[src/rtl/trig_pkg.sv]
// trig_pkg: shared definitions for the trigger-board histogram readout.
//   FrameHdr       - first byte of every readout frame
//   NchDefault     - default number of channels swept
//   NhistDefault   - default histogram words per channel
//   state_e        - readout sequencer states
//   frame_len()    - bytes per frame: header, channel, 4 bytes per word, checksum
package trig_pkg;

  localparam logic [7:0]  FrameHdr     = 8'hA5;
  localparam int unsigned NchDefault   = 16;
  localparam int unsigned NhistDefault = 8;

  typedef enum logic [2:0] {
    StIdle,
    StSelect,
    StSettle,
    StCapture,
    StSend,
    StClear,
    StFinish
  } state_e;

  function automatic int unsigned frame_len(int unsigned nhist);
    return 2 + 4 * nhist + 1;
  endfunction

endpackage

[src/rtl/byte_serializer.sv]
// byte_serializer: shadows one channel's histogram words and streams them as a
// checksummed byte frame (header, channel, words big-endian, XOR) under valid/ready.
//   clk_adc, nrst    - clock, asynchronous active-low reset
//   load             - capture words/ch into the shadow buffer and start a frame
//   words            - NHIST x 32-bit histogram words (word 0 in the low bits)
//   ch               - channel number placed in byte 1
//   tx_data/tx_valid - presented byte; tx_data is 0 while not valid
//   tx_ready         - sink accepts the byte
//   last             - the presented byte is the checksum (final byte of the frame)
module byte_serializer
  import trig_pkg::*;
#(
  parameter int unsigned NHIST = NhistDefault
) (
  input  logic                clk_adc,
  input  logic                nrst,
  input  logic                load,
  input  logic [NHIST*32-1:0] words,
  input  logic [7:0]          ch,
  output logic [7:0]          tx_data,
  output logic                tx_valid,
  input  logic                tx_ready,
  output logic                last
);

  localparam int unsigned     FrameLen = frame_len(NHIST);
  localparam int unsigned     IdxW     = $clog2(FrameLen);
  localparam logic [IdxW-1:0] LastIdx  = IdxW'(FrameLen - 1);

  logic [NHIST*32-1:0] shadow_q;
  logic [7:0]          ch_q;
  logic [7:0]          csum_q;
  logic [IdxW-1:0]     idx_q;
  logic                valid_q;
  logic [IdxW-1:0]     rel;
  logic [31:0]         word;
  logic [7:0]          cur_byte;
  logic                xfer;

  assign xfer     = valid_q & tx_ready;
  assign last     = valid_q & (idx_q == LastIdx);
  assign tx_valid = valid_q;
  assign tx_data  = valid_q ? cur_byte : 8'h00;

  // Payload byte idx maps to word (idx-2)/4, byte (idx-2)%4 counted from the MSB.
  always_comb begin
    rel  = idx_q - IdxW'(2);
    word = '0;
    for (int unsigned i = 0; i < NHIST; i++) begin
      if (32'(rel >> 2) == i) word = shadow_q[32*i +: 32];
    end
    case (rel[1:0])
      2'd0:    cur_byte = word[31:24];
      2'd1:    cur_byte = word[23:16];
      2'd2:    cur_byte = word[15:8];
      default: cur_byte = word[7:0];
    endcase
    if (idx_q == '0) begin
      cur_byte = FrameHdr;
    end else if (idx_q == IdxW'(1)) begin
      cur_byte = ch_q;
    end else if (idx_q == LastIdx) begin
      cur_byte = csum_q;
    end
  end

  // Checksum only advances on an accepted byte, so stalls never double-count.
  always_ff @(posedge clk_adc or negedge nrst) begin
    if (!nrst) begin
      shadow_q <= '0;
      ch_q     <= '0;
      csum_q   <= '0;
      idx_q    <= '0;
      valid_q  <= 1'b0;
    end else if (load) begin
      shadow_q <= words;
      ch_q     <= ch;
      csum_q   <= '0;
      idx_q    <= '0;
      valid_q  <= 1'b1;
    end else if (xfer) begin
      csum_q <= csum_q ^ cur_byte;
      if (idx_q == LastIdx) begin
        valid_q <= 1'b0;
      end else begin
        idx_q <= idx_q + IdxW'(1);
      end
    end
  end

endmodule

[src/rtl/histo_readout_ctrl.sv]
// histo_readout_ctrl: sweeps the histogram channel select, waits out the
// select-to-data pipeline, captures each channel's words outside the calibration
// window and streams them as byte frames; optionally clears the histograms after.
//   clk_adc, nrst         - clock, asynchronous active-low reset
//   start, clear_after    - readout request (IDLE only) and clear-after-sweep flag
//   spareleft             - calibration window; blocks capture and clear counting
//   histosout             - NHIST x 32-bit words of the selected channel
//   histostosend          - channel select to the datapath (holds in IDLE)
//   resethist             - histogram clear to the datapath
//   tx_data/valid/ready   - byte stream to the host link
//   busy, done            - sweep in progress / one-cycle end-of-sweep pulse
//   frame_count           - completed sweeps, wrapping
module histo_readout_ctrl
  import trig_pkg::*;
#(
  parameter int unsigned NCH        = NchDefault,
  parameter int unsigned NHIST      = NhistDefault,
  parameter int unsigned SETTLE     = 3,
  parameter int unsigned CLEAR_HOLD = 2
) (
  input  logic                clk_adc,
  input  logic                nrst,
  input  logic                start,
  input  logic                clear_after,
  input  logic                spareleft,
  input  logic [NHIST*32-1:0] histosout,
  output logic [7:0]          histostosend,
  output logic                resethist,
  output logic [7:0]          tx_data,
  output logic                tx_valid,
  input  logic                tx_ready,
  output logic                busy,
  output logic                done,
  output logic [15:0]         frame_count
);

  state_e      state_q, state_d;
  logic [7:0]  ch_q, ch_d;
  logic [7:0]  cnt_q, cnt_d;
  logic        clr_q, clr_d;
  logic [15:0] frame_count_q;
  logic        load;
  logic        last;
  logic        frame_end;

  byte_serializer #(
    .NHIST (NHIST)
  ) u_ser (
    .clk_adc  (clk_adc),
    .nrst     (nrst),
    .load     (load),
    .words    (histosout),
    .ch       (ch_q),
    .tx_data  (tx_data),
    .tx_valid (tx_valid),
    .tx_ready (tx_ready),
    .last     (last)
  );

  assign frame_end = tx_valid & tx_ready & last;

  always_comb begin
    state_d = state_q;
    ch_d    = ch_q;
    cnt_d   = cnt_q;
    clr_d   = clr_q;
    load    = 1'b0;
    unique case (state_q)
      StIdle: begin
        if (start) begin
          clr_d   = clear_after;
          ch_d    = '0;
          state_d = StSelect;
        end
      end
      StSelect: begin
        cnt_d   = 8'(SETTLE - 1);
        state_d = StSettle;
      end
      StSettle: begin
        if (cnt_q == '0) state_d = StCapture;
        else             cnt_d   = cnt_q - 8'd1;
      end
      StCapture: begin
        // Words 0-3 tear while the calibration window is open.
        if (!spareleft) begin
          load    = 1'b1;
          state_d = StSend;
        end
      end
      StSend: begin
        if (frame_end) begin
          if (ch_q != 8'(NCH - 1)) begin
            ch_d    = ch_q + 8'd1;
            state_d = StSelect;
          end else if (clr_q) begin
            cnt_d   = '0;
            state_d = StClear;
          end else begin
            state_d = StFinish;
          end
        end
      end
      StClear: begin
        // The datapath ignores the clear during the window, so those cycles don't count.
        if (!spareleft) begin
          if (cnt_q == 8'(CLEAR_HOLD - 1)) state_d = StFinish;
          else                             cnt_d   = cnt_q + 8'd1;
        end
      end
      StFinish: state_d = StIdle;
      default:  state_d = StIdle;
    endcase
  end

  always_ff @(posedge clk_adc or negedge nrst) begin
    if (!nrst) begin
      state_q       <= StIdle;
      ch_q          <= '0;
      cnt_q         <= '0;
      clr_q         <= 1'b0;
      frame_count_q <= '0;
    end else begin
      state_q <= state_d;
      ch_q    <= ch_d;
      cnt_q   <= cnt_d;
      clr_q   <= clr_d;
      if (state_q == StFinish) frame_count_q <= frame_count_q + 16'd1;
    end
  end

  // ch only changes on entry to SELECT, so it doubles as the registered select.
  assign histostosend = ch_q;
  assign resethist    = (state_q == StClear);
  assign busy         = (state_q != StIdle) && (state_q != StFinish);
  assign done         = (state_q == StFinish);
  assign frame_count  = frame_count_q;

endmodule

[config.mk]
export PLATFORM = sky130hd
export DESIGN_NAME = histo_readout_ctrl
export DESIGN_NICKNAME = d
export VERILOG_FILES = /design/src/rtl/trig_pkg.sv /design/src/rtl/byte_serializer.sv /design/src/rtl/histo_readout_ctrl.sv
export SDC_FILE = /design/constraint.sdc
export NUM_CORES = 1
export LEC_CHECK = 0
export CORE_ASPECT_RATIO = 1.2
export CORE_MARGIN = 4
export CORE_UTILIZATION = 45
export DETAILED_ROUTE_END_ITERATION = 16
export PLACE_DENSITY = 0.68
export SYNTH_ARGS = -nofsm -noshare
export SYNTH_HDL_FRONTEND = slang
export SYNTH_SLANG_ARGS = --single-unit
[constraint.sdc]
create_clock -name clk_adc -period 10.7 [get_ports clk_adc]
set_input_delay 2.14 -clock clk_adc [delete_from_list [all_inputs] [get_ports clk_adc]]
set_output_delay 2.14 -clock clk_adc [all_outputs]
set_load 0.03 [all_outputs]
==> results of run 1 <==
[registers in the layout (all words and copies together) (netlist names)]
register,cells
u_ser.ch_q,8
u_ser.tx_valid,1
u_ser.idx_q,6
state_q,3
u_ser.csum_q,8
clr_q,1
histostosend,8
frame_count,16
u_ser.shadow_q,256
cnt_q,8
[Yosys cell counts, types with 8 or more instances]
master	count	area [um^2]
nand4_1	11	68.82
o211ai_1	12	90.09
a211o_1	8	70.07
a21oi_1	66	330.3
o21ai_1	10	50.05
o21ai_0	42	210.2
dfrtp_1	315	7883
inv_1	23	86.33
mux2i_1	17	170.2
buf_2	22	110.1
or3_1	8	50.05
a22oi_1	10	75.07
xnor2_1	14	122.6
nand3_1	36	180.2
a221oi_1	14	122.6
nor3_1	19	95.09
ha_1	11	137.6
nand2_1	871	3269
mux4_2	16	360.4
and3_1	14	87.58
clkbuf_1	88	330.3
o22ai_1	13	81.33
xor2_1	14	122.6
a31oi_1	23	143.9
nor2_1	64	240.2
[cell type report]
type	instances	area, um^2	share of cell area [%]
clock buffer	45	953.4	4.748
clock inverter	16	198.9	0.9907
inverter	25	93.84	0.4673
multi-input combinational	1426	7271	36.21
sequential	315	7883	39.25
tap	456	570.5	2.841
timing repair buffer	313	3110	15.49
[worst max path at each step]
stage,from,end,slack (ns),depth (start not counted)
detailed placement,u_ser.idx_q[1]$_DFFE_PN0P_,tx_data[1],4.10,10
finish,u_ser.idx_q[1]$_DFFE_PN0P_,tx_data[1],3.50,10
CTS,u_ser.idx_q[1]$_DFFE_PN0P_,tx_data[1],3.53,10
floorplan,u_ser.idx_q[1]$_DFFE_PN0P_,tx_data[1],5.29,10
global placement,u_ser.idx_q[1]$_DFFE_PN0P_,tx_data[1],4.20,10
global route,u_ser.idx_q[1]$_DFFE_PN0P_,tx_data[6],3.30,12
[logic make-up after synthesis]
| group | synth area share [%] |
|---|---|
| xor+xnor | 1.562 |
| compound gates | 12.61 |
| flops | 50.22 |
| buf+inv | 3.786 |
| simple gates | 27.28 |
| mux | 3.667 |
| fa+ha+maj | 0.8768 |
[layer usage]
layer	share of wire (%)	global-route usage (%)
met5	0	0
met4	3.4	9.108
met3	7.5	4.944
met2	46	45.02
met1	43	40.96
[worst register-to-register path, stage by stage (launching register included)]
cell      delay [ns]
dfrtp_1         0.52
inv_1           0.18
ha_4            0.73
buf_4           0.67
mux4_2          0.61
nand2_1         0.10
a21oi_1         0.11
a211oi_1        0.46
o2111a_1        0.40
or4_1           0.15
a21oi_1         0.07
[power breakdown]
group / total (mW) / switching (mW) / leakage [nW] / internal, mW
Combinational: 3.13 / 1.98 / 4.98 / 1.15
Clock: 1.22 / 0.494 / 0.561 / 0.729
Sequential: 2.16 / 0.470 / 4.00 / 1.69
Total: 6.51 / 2.94 / 9.55 / 3.57
[stage by stage]
| step | power, mW | utilization, % | worst slack [ns] | cells |
|---|---|---|---|---|
| after detailed placement | 5.253 | 55.25 | 4.097 | 2535 |
| after floorplan | 4.065 | - | 5.291 | 1886 |
| final | 6.513 | 58.62 | 3.503 | 2596 |
| after CTS | 6.493 | 58.62 | 3.532 | 2596 |
| after global routing | 6.910 | 58.62 | 3.297 | 2596 |
| after global placement | 5.199 | 55.25 | 4.197 | 2535 |
==> impl_results.html, run 1 <==
<table>
<tr><th>Metric</th><th>Value</th></tr>
<tr><th colspan="2">Finish</th></tr>
<tr><td>Area growth from synthesis to layout</td><td>27.93%</td></tr>
<tr><td>Fill count</td><td>3,049</td></tr>
<tr><td>Antenna diode instance count</td><td>0</td></tr>
<tr><td>Commonest non-fill, non-tap cell in the layout</td><td>nand2_1</td></tr>
<tr><td>Final non-filler cell area</td><td>20,080 um^2</td></tr>
<tr><td>Commonest cells after routing, fill and taps aside</td><td>870 x nand2_1, 315 x dfrtp_1, 296 x clkdlybuf4s50_1</td></tr>
<tr><td>Number of nets in the layout</td><td>2,388</td></tr>
<tr><td>Fraction of layout cells with a size suffix above 1</td><td>5.234%</td></tr>
<tr><th colspan="2">Timing</th></tr>
<tr><td>Setup-violating endpoint count in the final report</td><td>0</td></tr>
<tr><td>Fin Setup TNS</td><td>0 ns</td></tr>
<tr><td>Smallest hold slack</td><td>0.4698 ns</td></tr>
<tr><td>Hold violation count in the final report</td><td>0</td></tr>
<tr><td>Clock period minus final worst setup slack</td><td>7.197 ns</td></tr>
<tr><td>Headroom to the max-slew limit</td><td>24.95%</td></tr>
<tr><td>Post-route clock period utilization</td><td>67.26%</td></tr>
<tr><td>Actual transition at the worst max-transition pin</td><td>1.126 ns</td></tr>
<tr><td>Maximum clock skew at final layout</td><td>0.01121 ns</td></tr>
<tr><td>Maximum operating frequency</td><td>139.0 MHz</td></tr>
<tr><td>Max-slew violations</td><td>0</td></tr>
<tr><td>Unrepaired setup endpoints after global routing</td><td>no</td></tr>
<tr><th colspan="2">Route</th></tr>
<tr><td>DRC errors left</td><td>0</td></tr>
<tr><td>Wire length per cell after detailed routing</td><td>21.25 um</td></tr>
<tr><td>Via count</td><td>14,519</td></tr>
<tr><td>Mean number of vias per cell</td><td>5.593</td></tr>
<tr><td>Number of DRC markers after the initial detailed-route iteration</td><td>1,575</td></tr>
<tr><td>DRT Wirelength</td><td>55.16 mm</td></tr>
<tr><td>Antenna Nets Post-Route</td><td>0</td></tr>
<tr><td>DRT Pass-1 Iters</td><td>6</td></tr>
<tr><th colspan="2">Clocking</th></tr>
<tr><td>Clock sink count</td><td>315</td></tr>
<tr><td>TritonCTS clock tree</td><td>done</td></tr>
<tr><td>CTS clk-pin slew, worst paths</td><td>0.06 ns</td></tr>
<tr><td>Root Driver</td><td>clkbuf_16</td></tr>
<tr><td>Resize count post-CTS</td><td>0</td></tr>
<tr><td>Level count of the clock H-tree</td><td>2</td></tr>
<tr><td>Insertion delay of the later-clocked pin in the worst-skew pair</td><td>0.53 ns</td></tr>
<tr><td>Hold buffer count at CTS</td><td>0</td></tr>
<tr><td>Post-CTS setup buffers</td><td>0</td></tr>
<tr><td>Maximum number of buffers from clock root to sink</td><td>3</td></tr>
<tr><td>Number of buffers added by the clock tree synthesis step</td><td>34</td></tr>
<tr><th colspan="2">Worst hold path</th></tr>
<tr><td>Hold wc startpoint</td><td>u_ser.shadow_q[168]$_DFFE_PN0P_</td></tr>
<tr><td>Cell count of the worst hold path</td><td>2</td></tr>
<tr><td>Terminating pin of the worst hold path</td><td>u_ser.shadow_q[168]$_DFFE_PN0P_</td></tr>
<tr><td>Hold Path Class</td><td>flip-flop to flip-flop</td></tr>
<tr><th colspan="2">Floorplanning</th></tr>
<tr><td>Die X-Extent</td><td>178.5 um</td></tr>
<tr><td>Total die area</td><td>37,950 um^2</td></tr>
<tr><td>Floorplan core area</td><td>34,260 um^2</td></tr>
<tr><td>Cell Rows</td><td>74</td></tr>
<tr><td>Total I/O pin count</td><td>298</td></tr>
<tr><td>Initial cell density of the core</td><td>45.82%</td></tr>
<tr><td>Overall die height</td><td>212.6 um</td></tr>
<tr><th colspan="2">GRT</th></tr>
<tr><td>Pin count of the biggest net entering global routing</td><td>180</td></tr>
<tr><td>GRT overflow</td><td>0</td></tr>
<tr><td>Overall track demand over capacity in global routing</td><td>28.69%</td></tr>
<tr><td>First-pass GRT wire length</td><td>83.80 mm</td></tr>
<tr><td>Antenna violations before repair</td><td>0</td></tr>
<tr><td>Vias in the first global route</td><td>14,218</td></tr>
<tr><th colspan="2">Critical path</th></tr>
<tr><td>Critical register-to-register path endpoint</td><td>u_ser.csum_q[1]$_DFFE_PN0P_</td></tr>
<tr><td>CP peak stage delay</td><td>0.73 ns</td></tr>
<tr><td>Ordered cell list for the critical path</td><td>inv_1, ha_4, buf_4, mux4_2, nand2_1, a21oi_1, a211oi_1, o2111a_1, nor3_1, clkdlybuf4s50_1</td></tr>
<tr><td>Crit Path Max Fanout</td><td>48</td></tr>
<tr><td>Minimum setup slack among reg-to-reg paths</td><td>6.54 ns</td></tr>
<tr><td>Critical path buffer and inverter count</td><td>3</td></tr>
<tr><td>Kind of capture point of the worst setup path</td><td>output port</td></tr>
<tr><td>Crit-path leading delay family</td><td>buffers and inverters</td></tr>
<tr><td>Slowest stage cell, crit path</td><td>ha_4</td></tr>
<tr><td>Arrival @ worst endpoint</td><td>5.06 ns</td></tr>
<tr><td>Path depth of the worst reg2reg path</td><td>10</td></tr>
<tr><td>Required arrival time at the worst endpoint</td><td>8.56 ns</td></tr>
<tr><td>Worst Setup Start Kind</td><td>flip-flop</td></tr>
<tr><td>Type of the worst setup path</td><td>flip-flop to output port</td></tr>
<tr><td>Startpoint of the worst-slack reg-to-reg timing path</td><td>u_ser.idx_q[1]$_DFFE_PN0P_</td></tr>
<tr><th colspan="2">Place</th></tr>
<tr><td>Weighted congestion reported at the end of routability-driven placement</td><td>0.9804</td></tr>
<tr><td>Estimated wirelength of the detail-placed design</td><td>40.24 mm</td></tr>
<tr><td>Post-Place Cell Area</td><td>18,930 um^2</td></tr>
<tr><td>Number of port buffers</td><td>297</td></tr>
<tr><th colspan="2">Pwr</th></tr>
<tr><td>Lkg Pwr</td><td>9.545 nW</td></tr>
<tr><td>Worst VDD drop</td><td>0.1736 mV</td></tr>
<tr><td>Power per cell area</td><td>324.3 nW/um^2</td></tr>
<tr><th colspan="2">Synth</th></tr>
<tr><td>Yosys synthesis warning count</td><td>0</td></tr>
<tr><td>Average size of a mapped cell</td><td>8.323 um^2</td></tr>
<tr><td>Number of flops mapped to enable cells by yosys</td><td>0</td></tr>
<tr><td>Cell count after synthesis</td><td>1,886</td></tr>
<tr><td>Most instantiated flip-flop cell in the synthesis netlist</td><td>dfrtp_1</td></tr>
<tr><td>Flop and latch count out of synthesis</td><td>315</td></tr>
<tr><td>Synth Cell Area</td><td>15,700 um^2</td></tr>
<tr><td>Synth Net Count</td><td>2,159</td></tr>
<tr><td>Synth async-reset ratio</td><td>100.0%</td></tr>
<tr><td>Unique cell type count in the Yosys netlist</td><td>81</td></tr>
<tr><td>Share of synthesized area occupied by flip-flops and latches</td><td>50.22%</td></tr>
<tr><th colspan="2">Job</th></tr>
<tr><td>Maxcap violations</td><td>0</td></tr>
<tr><th colspan="2">Status</th></tr>
<tr><td>Status</td><td>completed</td></tr>
</table>
(Power assumes the default switching activity.)
==> inputs of run 2 (changes only) <==
Clock period 10.7 ns to 7.21 ns, I/O delays scaled along.
==> impl_results.html, run 2 (synthesized netlist as in run 1, its figures left out) <==
<table>
<tr><th>Metric</th><th>Value</th></tr>
<tr><th colspan="2">Status</th></tr>
<tr><td>Status</td><td>completed</td></tr>
<tr><th colspan="2">Pwr</th></tr>
<tr><td>Sum of internal, switching and leakage power</td><td>9.687 mW (+49%)</td></tr>
<tr><td>Lkg Pwr</td><td>9.579 nW (+0.36%)</td></tr>
<tr><td>Worst VDD drop</td><td>0.2664 mV (+53%)</td></tr>
<tr><td>Power per cell area</td><td>481.4 nW/um^2 (+48%)</td></tr>
<tr><th colspan="2">Timing</th></tr>
<tr><td>Maximum operating frequency</td><td>152.7 MHz</td></tr>
<tr><td>Headroom to the max-slew limit</td><td>10.49% (-14 points)</td></tr>
<tr><td>Setup WS post-layout</td><td>0.6629 ns (-2.840 ns)</td></tr>
<tr><td>Fin Setup TNS</td><td>0 ns (unchanged)</td></tr>
<tr><td>Setup-violating endpoint count in the final report</td><td>0 (unchanged)</td></tr>
<tr><td>Unrepaired setup endpoints after global routing</td><td>no</td></tr>
<tr><td>Post-route clock period utilization</td><td>90.81%</td></tr>
<tr><td>Actual transition at the worst max-transition pin</td><td>1.343 ns (+0.2168 ns)</td></tr>
<tr><td>Max-slew violations</td><td>0 (unchanged)</td></tr>
<tr><td>Hold violation count in the final report</td><td>0 (unchanged)</td></tr>
<tr><td>Clock period minus final worst setup slack</td><td>6.547 ns</td></tr>
<tr><td>Maximum clock skew at final layout</td><td>0.01733 ns (+0.006125 ns)</td></tr>
<tr><th colspan="2">Critical path</th></tr>
<tr><td>Crit Path Max Fanout</td><td>32 (-33%)</td></tr>
<tr><td>Arrival @ worst endpoint</td><td>5.11 ns (+0.05 ns)</td></tr>
<tr><td>Required arrival time at the worst endpoint</td><td>5.77 ns (-2.79 ns)</td></tr>
<tr><td>Worst Setup Start Kind</td><td>flip-flop</td></tr>
<tr><td>Type of the worst setup path</td><td>flip-flop to output port</td></tr>
<tr><td>Kind of capture point of the worst setup path</td><td>output port</td></tr>
<tr><th colspan="2">Finish</th></tr>
<tr><td>Fill count</td><td>3,064 (+0.49%)</td></tr>
<tr><td>Commonest non-fill, non-tap cell in the layout</td><td>nand2_1</td></tr>
<tr><td>Area growth from synthesis to layout</td><td>28.20%</td></tr>
<tr><td>Number of flip-flops in the largest register</td><td>256 (unchanged)</td></tr>
<tr><td>Register containing the most flip-flops in the final layout</td><td>u_ser.shadow_q</td></tr>
<tr><td>Fraction of layout cells with a size suffix above 1</td><td>5.327% (+0.093 points)</td></tr>
<tr><td>Number of nets in the layout</td><td>2,389 (+0.042%)</td></tr>
<tr><td>Commonest cells after routing, fill and taps aside</td><td>870 x nand2_1, 315 x dfrtp_1, 296 x clkdlybuf4s50_1</td></tr>
<tr><td>Antenna diode instance count</td><td>0 (unchanged)</td></tr>
<tr><th colspan="2">Route</th></tr>
<tr><td>Highest routed metal layer</td><td>met4</td></tr>
<tr><td>Mean number of vias per cell</td><td>5.569 (-0.43%)</td></tr>
<tr><td>Wire length per cell after detailed routing</td><td>20.91 um (-1.6%)</td></tr>
<tr><td>Number of DRC markers after the initial detailed-route iteration</td><td>1,467 (-6.9%)</td></tr>
<tr><td>Post-Route M1 WL</td><td>23.25 mm (-1.5%)</td></tr>
<tr><td>DRC errors left</td><td>0 (unchanged)</td></tr>
<tr><td>Via count</td><td>14,456 (-0.43%)</td></tr>
<tr><td>DRT Pass-1 Iters</td><td>5 (-1)</td></tr>
<tr><td>Routed met3 length</td><td>4.205 mm (+0.98%)</td></tr>
<tr><td>Antenna Nets Post-Route</td><td>0 (unchanged)</td></tr>
<tr><td>DRT Wirelength</td><td>54.28 mm (-1.6%)</td></tr>
<tr><td>Met2 WL</td><td>24.94 mm (-2.3%)</td></tr>
<tr><th colspan="2">GRT</th></tr>
<tr><td>Overall track demand over capacity in global routing</td><td>28.32% (-0.37 points)</td></tr>
<tr><td>First-pass GRT wire length</td><td>82.81 mm (-1.2%)</td></tr>
<tr><td>Pin count of the biggest net entering global routing</td><td>265 (+47%)</td></tr>
<tr><td>GRT overflow</td><td>0 (unchanged)</td></tr>
<tr><td>Antenna violations before repair</td><td>0 (unchanged)</td></tr>
<tr><td>Vias in the first global route</td><td>14,260 (+0.30%)</td></tr>
<tr><th colspan="2">Floorplanning</th></tr>
<tr><td>Floorplan core area</td><td>34,260 um^2 (unchanged)</td></tr>
<tr><td>Initial cell density of the core</td><td>45.82% (unchanged)</td></tr>
<tr><td>Die X-Extent</td><td>178.5 um (unchanged)</td></tr>
<tr><td>Overall die height</td><td>212.6 um (unchanged)</td></tr>
<tr><td>Cell Rows</td><td>74 (unchanged)</td></tr>
<tr><td>Total I/O pin count</td><td>298 (unchanged)</td></tr>
<tr><td>Total die area</td><td>37,950 um^2 (unchanged)</td></tr>
<tr><th colspan="2">Clocking</th></tr>
<tr><td>Maximum number of buffers from clock root to sink</td><td>3 (unchanged)</td></tr>
<tr><td>Level count of the clock H-tree</td><td>2 (unchanged)</td></tr>
<tr><td>Insertion delay of the later-clocked pin in the worst-skew pair</td><td>0.53 ns (about the same)</td></tr>
<tr><td>TritonCTS clock tree</td><td>done</td></tr>
<tr><td>Clock sink count</td><td>315 (unchanged)</td></tr>
<tr><td>Number of buffers added by the clock tree synthesis step</td><td>34 (unchanged)</td></tr>
<tr><td>Resize count post-CTS</td><td>0 (unchanged)</td></tr>
<tr><td>Hold buffer count at CTS</td><td>0 (unchanged)</td></tr>
<tr><td>CTS clk-pin slew, worst paths</td><td>0.06 ns (about the same)</td></tr>
<tr><td>Root Driver</td><td>clkbuf_16</td></tr>
<tr><td>Post-CTS setup buffers</td><td>0 (unchanged)</td></tr>
<tr><th colspan="2">Job</th></tr>
<tr><td>Maxcap violations</td><td>0 (unchanged)</td></tr>
<tr><th colspan="2">Place</th></tr>
<tr><td>Post-placement worst setup slack</td><td>1.369 ns (-2.728 ns)</td></tr>
<tr><td>Number of port buffers</td><td>297 (unchanged)</td></tr>
<tr><td>Weighted congestion reported at the end of routability-driven placement</td><td>0.9668 (-1.4%)</td></tr>
<tr><td>Estimated wirelength of the detail-placed design</td><td>39.49 mm (-1.9%)</td></tr>
<tr><th colspan="2">Worst hold path</th></tr>
<tr><td>Hold Path Class</td><td>flip-flop to flip-flop</td></tr>
</table>
## run 2: layout make-up
type / instances / area (um^2) / area share (%)
Timing Repair Buffer: 314 / 3143 / 15.62
Clock buffer: 49 / 1028 / 5.111
Sequential cell: 315 / 7883 / 39.17
Inverter: 25 / 93.84 / 0.4663
Tap cell: 456 / 570.5 / 2.835
Multi-Input combinational cell: 1426 / 7271 / 36.13
Clock inverter: 11 / 133.9 / 0.6653
## run 2: final timing paths
path                                           startpoint                         endpoint  slack [ns]  depth (start not counted)
setup / recovery               u_ser.idx_q[1]$_DFFE_PN0P_                       tx_data[3]        0.66                         11
hold / removal             u_ser.shadow_q[43]$_DFFE_PN0P_   u_ser.shadow_q[43]$_DFFE_PN0P_        0.47                          2
setup reg to reg               u_ser.idx_q[1]$_DFFE_PN0P_      u_ser.csum_q[3]$_DFFE_PN0P_        3.10                         11
hold reg to reg            u_ser.shadow_q[43]$_DFFE_PN0P_   u_ser.shadow_q[43]$_DFFE_PN0P_        0.47                          2
max in group asynchronous                            nrst  u_ser.shadow_q[166]$_DFFE_PN0P_        4.77                          2
min in group asynchronous                            nrst      frame_count[13]$_DFFE_PN0P_        0.93                          1
## run 2: critical path: stages (launching register included)
cell	delay, ns
dfrtp_1	0.51
inv_1	0.18
ha_4	0.60
clkinv_1	0.74
nand2_1	0.43
a21oi_1	0.21
a22oi_1	0.25
nand3_1	0.10
o31ai_1	0.52
a31oi_1	0.20
and2_1	0.24
clkdlybuf4s50_1	0.59
## run 2: metrics by stage
stage | cells | hold WS, ns | instance area, um^2 | util, %
6_report | 2596 | 0.4700 | 20120 | 58.74
3_3_place_gp | 2536 | 0.4550 | 18960 | 55.35
3_5_place_dp | 2536 | 0.4568 | 18960 | 55.35
4_1_cts | 2596 | 0.4716 | 20120 | 58.74
5_1_grt | 2596 | 0.4773 | 20120 | 58.74
2_1_floorplan | 1886 | 0.4379 | 15700 | -
## run 2: report_power, final
part	switching, mW	leakage, nW	internal [mW]
combinational	2.94	5.00	1.73
clock	0.722	0.582	1.10
sequential	0.685	4.00	2.51
total	4.35	9.58	5.34
## run 2: metal layers
| metal | vias up | global-route usage (%) |
|---|---|---|
| met5 | - | 0 |
| met4 | 0 | 9.240 |
| met3 | 107 | 5.887 |
| met2 | 605 | 43.75 |
| met1 | 6975 | 40.25 |
| li1 | 6769 | - |
==> inputs of run 3 (changes only) <==
Settings changed: CAP_MARGIN set to 20, DONT_BUFFER_PORTS set to 1, PLACE_DENSITY 0.68 to 0.57.
==> impl_results.html, run 3 (synthesized netlist as in run 1, its figures left out) <==
<table>
<tr><th>Metric</th><th>Value</th></tr>
<tr><th colspan="2">Floorplanning</th></tr>
<tr><td>Die X-Extent</td><td>178.5 um (unchanged)</td></tr>
<tr><td>Floorplan core area</td><td>34,260 um^2 (unchanged)</td></tr>
<tr><td>Overall die height</td><td>212.6 um (unchanged)</td></tr>
<tr><td>Total die area</td><td>37,950 um^2 (unchanged)</td></tr>
<tr><td>Cell Rows</td><td>74 (unchanged)</td></tr>
<tr><td>Total I/O pin count</td><td>298 (unchanged)</td></tr>
<tr><td>Initial cell density of the core</td><td>45.82% (unchanged)</td></tr>
<tr><th colspan="2">Route</th></tr>
<tr><td>Via count</td><td>13,198 (-8.7%)</td></tr>
<tr><td>Mean number of vias per cell</td><td>5.736 (+3.0%)</td></tr>
<tr><td>Wire length per cell after detailed routing</td><td>22.21 um (+6.2%)</td></tr>
<tr><td>Antenna Nets Post-Route</td><td>0 (unchanged)</td></tr>
<tr><td>DRT Pass-1 Iters</td><td>5 (unchanged)</td></tr>
<tr><td>DRC errors left</td><td>0 (unchanged)</td></tr>
<tr><td>Number of DRC markers after the initial detailed-route iteration</td><td>1,370 (-6.6%)</td></tr>
<tr><td>DRT Wirelength</td><td>51.09 mm (-5.9%)</td></tr>
<tr><th colspan="2">Critical path</th></tr>
<tr><td>Crit-path leading delay family</td><td>compound AO/OA/AOI/OAI gates</td></tr>
<tr><td>Path depth of the worst reg2reg path</td><td>12 (+1)</td></tr>
<tr><td>Critical path buffer and inverter count</td><td>2 (-1)</td></tr>
<tr><td>Type of the worst setup path</td><td>flip-flop to output port</td></tr>
<tr><td>Critical register-to-register path endpoint</td><td>u_ser.csum_q[6]$_DFFE_PN0P_</td></tr>
<tr><td>Slowest stage cell, crit path</td><td>a211oi_1</td></tr>
<tr><td>Worst Setup Start Kind</td><td>flip-flop</td></tr>
<tr><td>Ordered cell list for the critical path</td><td>inv_1, ha_4, nand3b_1, a211o_1, nand2_1, buf_4, a31oi_1, a21oi_1, o221ai_1, a211oi_1, and2_1</td></tr>
<tr><td>Startpoint of the worst-slack reg-to-reg timing path</td><td>u_ser.idx_q[1]$_DFFE_PN0P_</td></tr>
<tr><td>Arrival @ worst endpoint</td><td>4.50 ns (-0.61 ns)</td></tr>
<tr><td>CP peak stage delay</td><td>0.69 ns (-0.05 ns)</td></tr>
<tr><td>Required arrival time at the worst endpoint</td><td>5.77 ns (about the same)</td></tr>
<tr><td>Kind of capture point of the worst setup path</td><td>output port</td></tr>
<tr><td>Minimum setup slack among reg-to-reg paths</td><td>3.18 ns (+0.08 ns)</td></tr>
<tr><td>Crit Path Max Fanout</td><td>17 (-47%)</td></tr>
<tr><th colspan="2">Clocking</th></tr>
<tr><td>Resize count post-CTS</td><td>0 (unchanged)</td></tr>
<tr><td>Root Driver</td><td>clkbuf_16</td></tr>
<tr><td>TritonCTS clock tree</td><td>done</td></tr>
<tr><td>Hold buffer count at CTS</td><td>0 (unchanged)</td></tr>
<tr><td>Insertion delay of the later-clocked pin in the worst-skew pair</td><td>0.53 ns (about the same)</td></tr>
<tr><td>Post-CTS setup buffers</td><td>0 (unchanged)</td></tr>
<tr><td>Maximum number of buffers from clock root to sink</td><td>3 (unchanged)</td></tr>
<tr><td>Clock sink count</td><td>315 (unchanged)</td></tr>
<tr><td>Number of buffers added by the clock tree synthesis step</td><td>35 (+2.9%)</td></tr>
<tr><td>CTS clk-pin slew, worst paths</td><td>0.07 ns (about the same)</td></tr>
<tr><td>Level count of the clock H-tree</td><td>2 (unchanged)</td></tr>
<tr><th colspan="2">Finish</th></tr>
<tr><td>Fraction of layout cells with a size suffix above 1</td><td>6.016% (+0.69 points)</td></tr>
<tr><td>Commonest cells after routing, fill and taps aside</td><td>870 x nand2_1, 315 x dfrtp_1, 66 x a21oi_1</td></tr>
<tr><td>Antenna diode instance count</td><td>0 (unchanged)</td></tr>
<tr><td>Area of the multi-input gates</td><td>7271 um^2 (unchanged)</td></tr>
<tr><td>Sequential standard cell area</td><td>7883 um^2 (unchanged)</td></tr>
<tr><td>Number of nets in the layout</td><td>2,094 (-12%)</td></tr>
<tr><td>Register containing the most flip-flops in the final layout</td><td>u_ser.shadow_q</td></tr>
<tr><td>Post-Layout Cell Count</td><td>2,301 (-11%)</td></tr>
<tr><td>Number of flip-flops in the largest register</td><td>256 (unchanged)</td></tr>
<tr><td>Commonest non-fill, non-tap cell in the layout</td><td>nand2_1</td></tr>
<tr><td>Fill count</td><td>3,375 (+10%)</td></tr>
<tr><td>Area growth from synthesis to layout</td><td>8.745%</td></tr>
<tr><th colspan="2">Timing</th></tr>
<tr><td>Actual transition at the worst max-transition pin</td><td>1.058 ns (-0.2847 ns)</td></tr>
<tr><td>Smallest hold slack</td><td>0.4685 ns (-0.001450 ns)</td></tr>
<tr><td>Setup-violating endpoint count in the final report</td><td>0 (unchanged)</td></tr>
<tr><td>Headroom to the max-slew limit</td><td>29.47% (+19 points)</td></tr>
<tr><td>Hold violation count in the final report</td><td>0 (unchanged)</td></tr>
<tr><td>Fin Setup TNS</td><td>0 ns (unchanged)</td></tr>
<tr><td>Max-slew violations</td><td>0 (unchanged)</td></tr>
<tr><td>Clock period minus final worst setup slack</td><td>5.938 ns (-0.6094 ns)</td></tr>
<tr><td>Post-route clock period utilization</td><td>82.35% (-8.5 points)</td></tr>
<tr><td>Maximum clock skew at final layout</td><td>0.01782 ns (+0.0004884 ns)</td></tr>
<tr><td>Unrepaired setup endpoints after global routing</td><td>no</td></tr>
<tr><td>Maximum operating frequency</td><td>168.4 MHz (+10%)</td></tr>
<tr><th colspan="2">Pwr</th></tr>
<tr><td>Power per cell area</td><td>540.0 nW/um^2 (+12%)</td></tr>
<tr><td>Power share of the combinational group</td><td>46.1% (-2.2 points)</td></tr>
<tr><td>Fraction of power consumed by sequential logic</td><td>34.9% (+2.0 points)</td></tr>
<tr><td>Power share of the clock group</td><td>19.0% (+0.2 points)</td></tr>
<tr><td>Worst VDD drop</td><td>0.3201 mV (+20%)</td></tr>
<tr><td>Switching component of the power</td><td>4.199 mW (-3.5%)</td></tr>
<tr><td>Sum of internal, switching and leakage power</td><td>9.216 mW (-4.9%)</td></tr>
<tr><td>Switching part of the total</td><td>45.57% (+0.66 points)</td></tr>
<tr><td>Lkg Pwr</td><td>8.391 nW (-12%)</td></tr>
<tr><td>Internal Dissipation</td><td>5.017 mW (-6.0%)</td></tr>
<tr><th colspan="2">GRT</th></tr>
<tr><td>Antenna violations before repair</td><td>0 (unchanged)</td></tr>
<tr><td>GRT overflow</td><td>0 (unchanged)</td></tr>
<tr><td>GRT Max-Usage Layer</td><td>met2</td></tr>
<tr><td>Vias in the first global route</td><td>12,678 (-11%)</td></tr>
<tr><td>Met3 Track Usage GR</td><td>4.179% (-1.7 points)</td></tr>
<tr><td>Fraction of met2 tracks used by global routing</td><td>41.42% (-2.3 points)</td></tr>
<tr><td>First-pass GRT wire length</td><td>75.84 mm (-8.4%)</td></tr>
<tr><td>Met1 routing resource usage after global routing</td><td>37.63% (-2.6 points)</td></tr>
<tr><td>Overall track demand over capacity in global routing</td><td>26.22% (-2.1 points)</td></tr>
<tr><td>Pin count of the biggest net entering global routing</td><td>316 (+19%)</td></tr>
<tr><th colspan="2">Worst hold path</th></tr>
<tr><td>Hold wc startpoint</td><td>u_ser.shadow_q[45]$_DFFE_PN0P_</td></tr>
<tr><td>Cell count of the worst hold path</td><td>2 (unchanged)</td></tr>
<tr><td>Terminating pin of the worst hold path</td><td>u_ser.shadow_q[45]$_DFFE_PN0P_</td></tr>
<tr><td>Hold Path Class</td><td>flip-flop to flip-flop</td></tr>
<tr><th colspan="2">Job</th></tr>
<tr><td>Maxcap violations</td><td>0 (unchanged)</td></tr>
<tr><th colspan="2">Place</th></tr>
<tr><td>Estimated wirelength of the detail-placed design</td><td>37.28 mm (-5.6%)</td></tr>
<tr><td>Number of port buffers</td><td>0 (-100%)</td></tr>
<tr><td>Weighted congestion reported at the end of routability-driven placement</td><td>0.9729 (+0.63%)</td></tr>
<tr><td>Placed Instances</td><td>2,239 (-12%)</td></tr>
<tr><th colspan="2">Status</th></tr>
<tr><td>Status</td><td>completed</td></tr>
</table>
==> run 3: worst max path at each step <==
stage                     depth (start not counted)         end  slack, ns                       start
after detailed placement                          9  tx_data[2]       1.97  u_ser.idx_q[1]$_DFFE_PN0P_
after global routing                             11  tx_data[6]       1.09  u_ser.idx_q[1]$_DFFE_PN0P_
final                                            11  tx_data[6]       1.27  u_ser.idx_q[1]$_DFFE_PN0P_
after floorplan                                  10  tx_data[1]       2.50  u_ser.idx_q[1]$_DFFE_PN0P_
after global placement                            9  tx_data[2]       2.01  u_ser.idx_q[1]$_DFFE_PN0P_
after CTS                                         9  tx_data[2]       1.39  u_ser.idx_q[1]$_DFFE_PN0P_
==> run 3: metal layers <==
layer / vias up / wire length (um)
met3: 88 / 3457
met2: 508 / 23720
met1: 6444 / 22460
met5: - / 0
li1: 6158 / -
met4: 0 / 1456
==> run 3: area by class of cell <==
class | count | share of cell area [%]
well taps | 456 | 3.343
repair buffers | 18 | 0.7917
clock buffers | 51 | 6.084
inverters | 25 | 0.5498
clock inverters | 10 | 0.4545
multi-input cells | 1426 | 42.60
flip-flops and latches | 315 | 46.18
==> run 3: worst reg2reg max path, cell delays in order (launching register included) <==
cell	delay, ns
dfrtp_1	0.48
inv_1	0.19
ha_4	0.31
nand3b_1	0.16
a211o_1	0.39
nand2_1	0.44
buf_4	0.33
a31oi_1	0.13
a21oi_1	0.24
o221ai_1	0.19
a211oi_1	0.69
a21oi_1	0.14
a31o_1	0.21
==> run 3: per-stage QoR <==
step	instance area [um^2]	setup slack [ns]	util (%)
detailed placement	15950	1.969	46.54
finish	17070	1.272	49.82
global route	17070	1.087	49.82
floorplan	15700	2.499	-
global placement	15950	2.013	46.54
CTS	17060	1.386	49.80
==> run 3: power by group through the flow <==
stage               clock, mW  sequential, mW  combinational [mW]
global placement            0            3.23                4.11
detailed placement          0            3.22                4.17
CTS                      1.79            3.20                4.19
floorplan                   0            2.85                3.18
global route             1.86            3.28                4.65
finish                   1.75            3.22                4.25
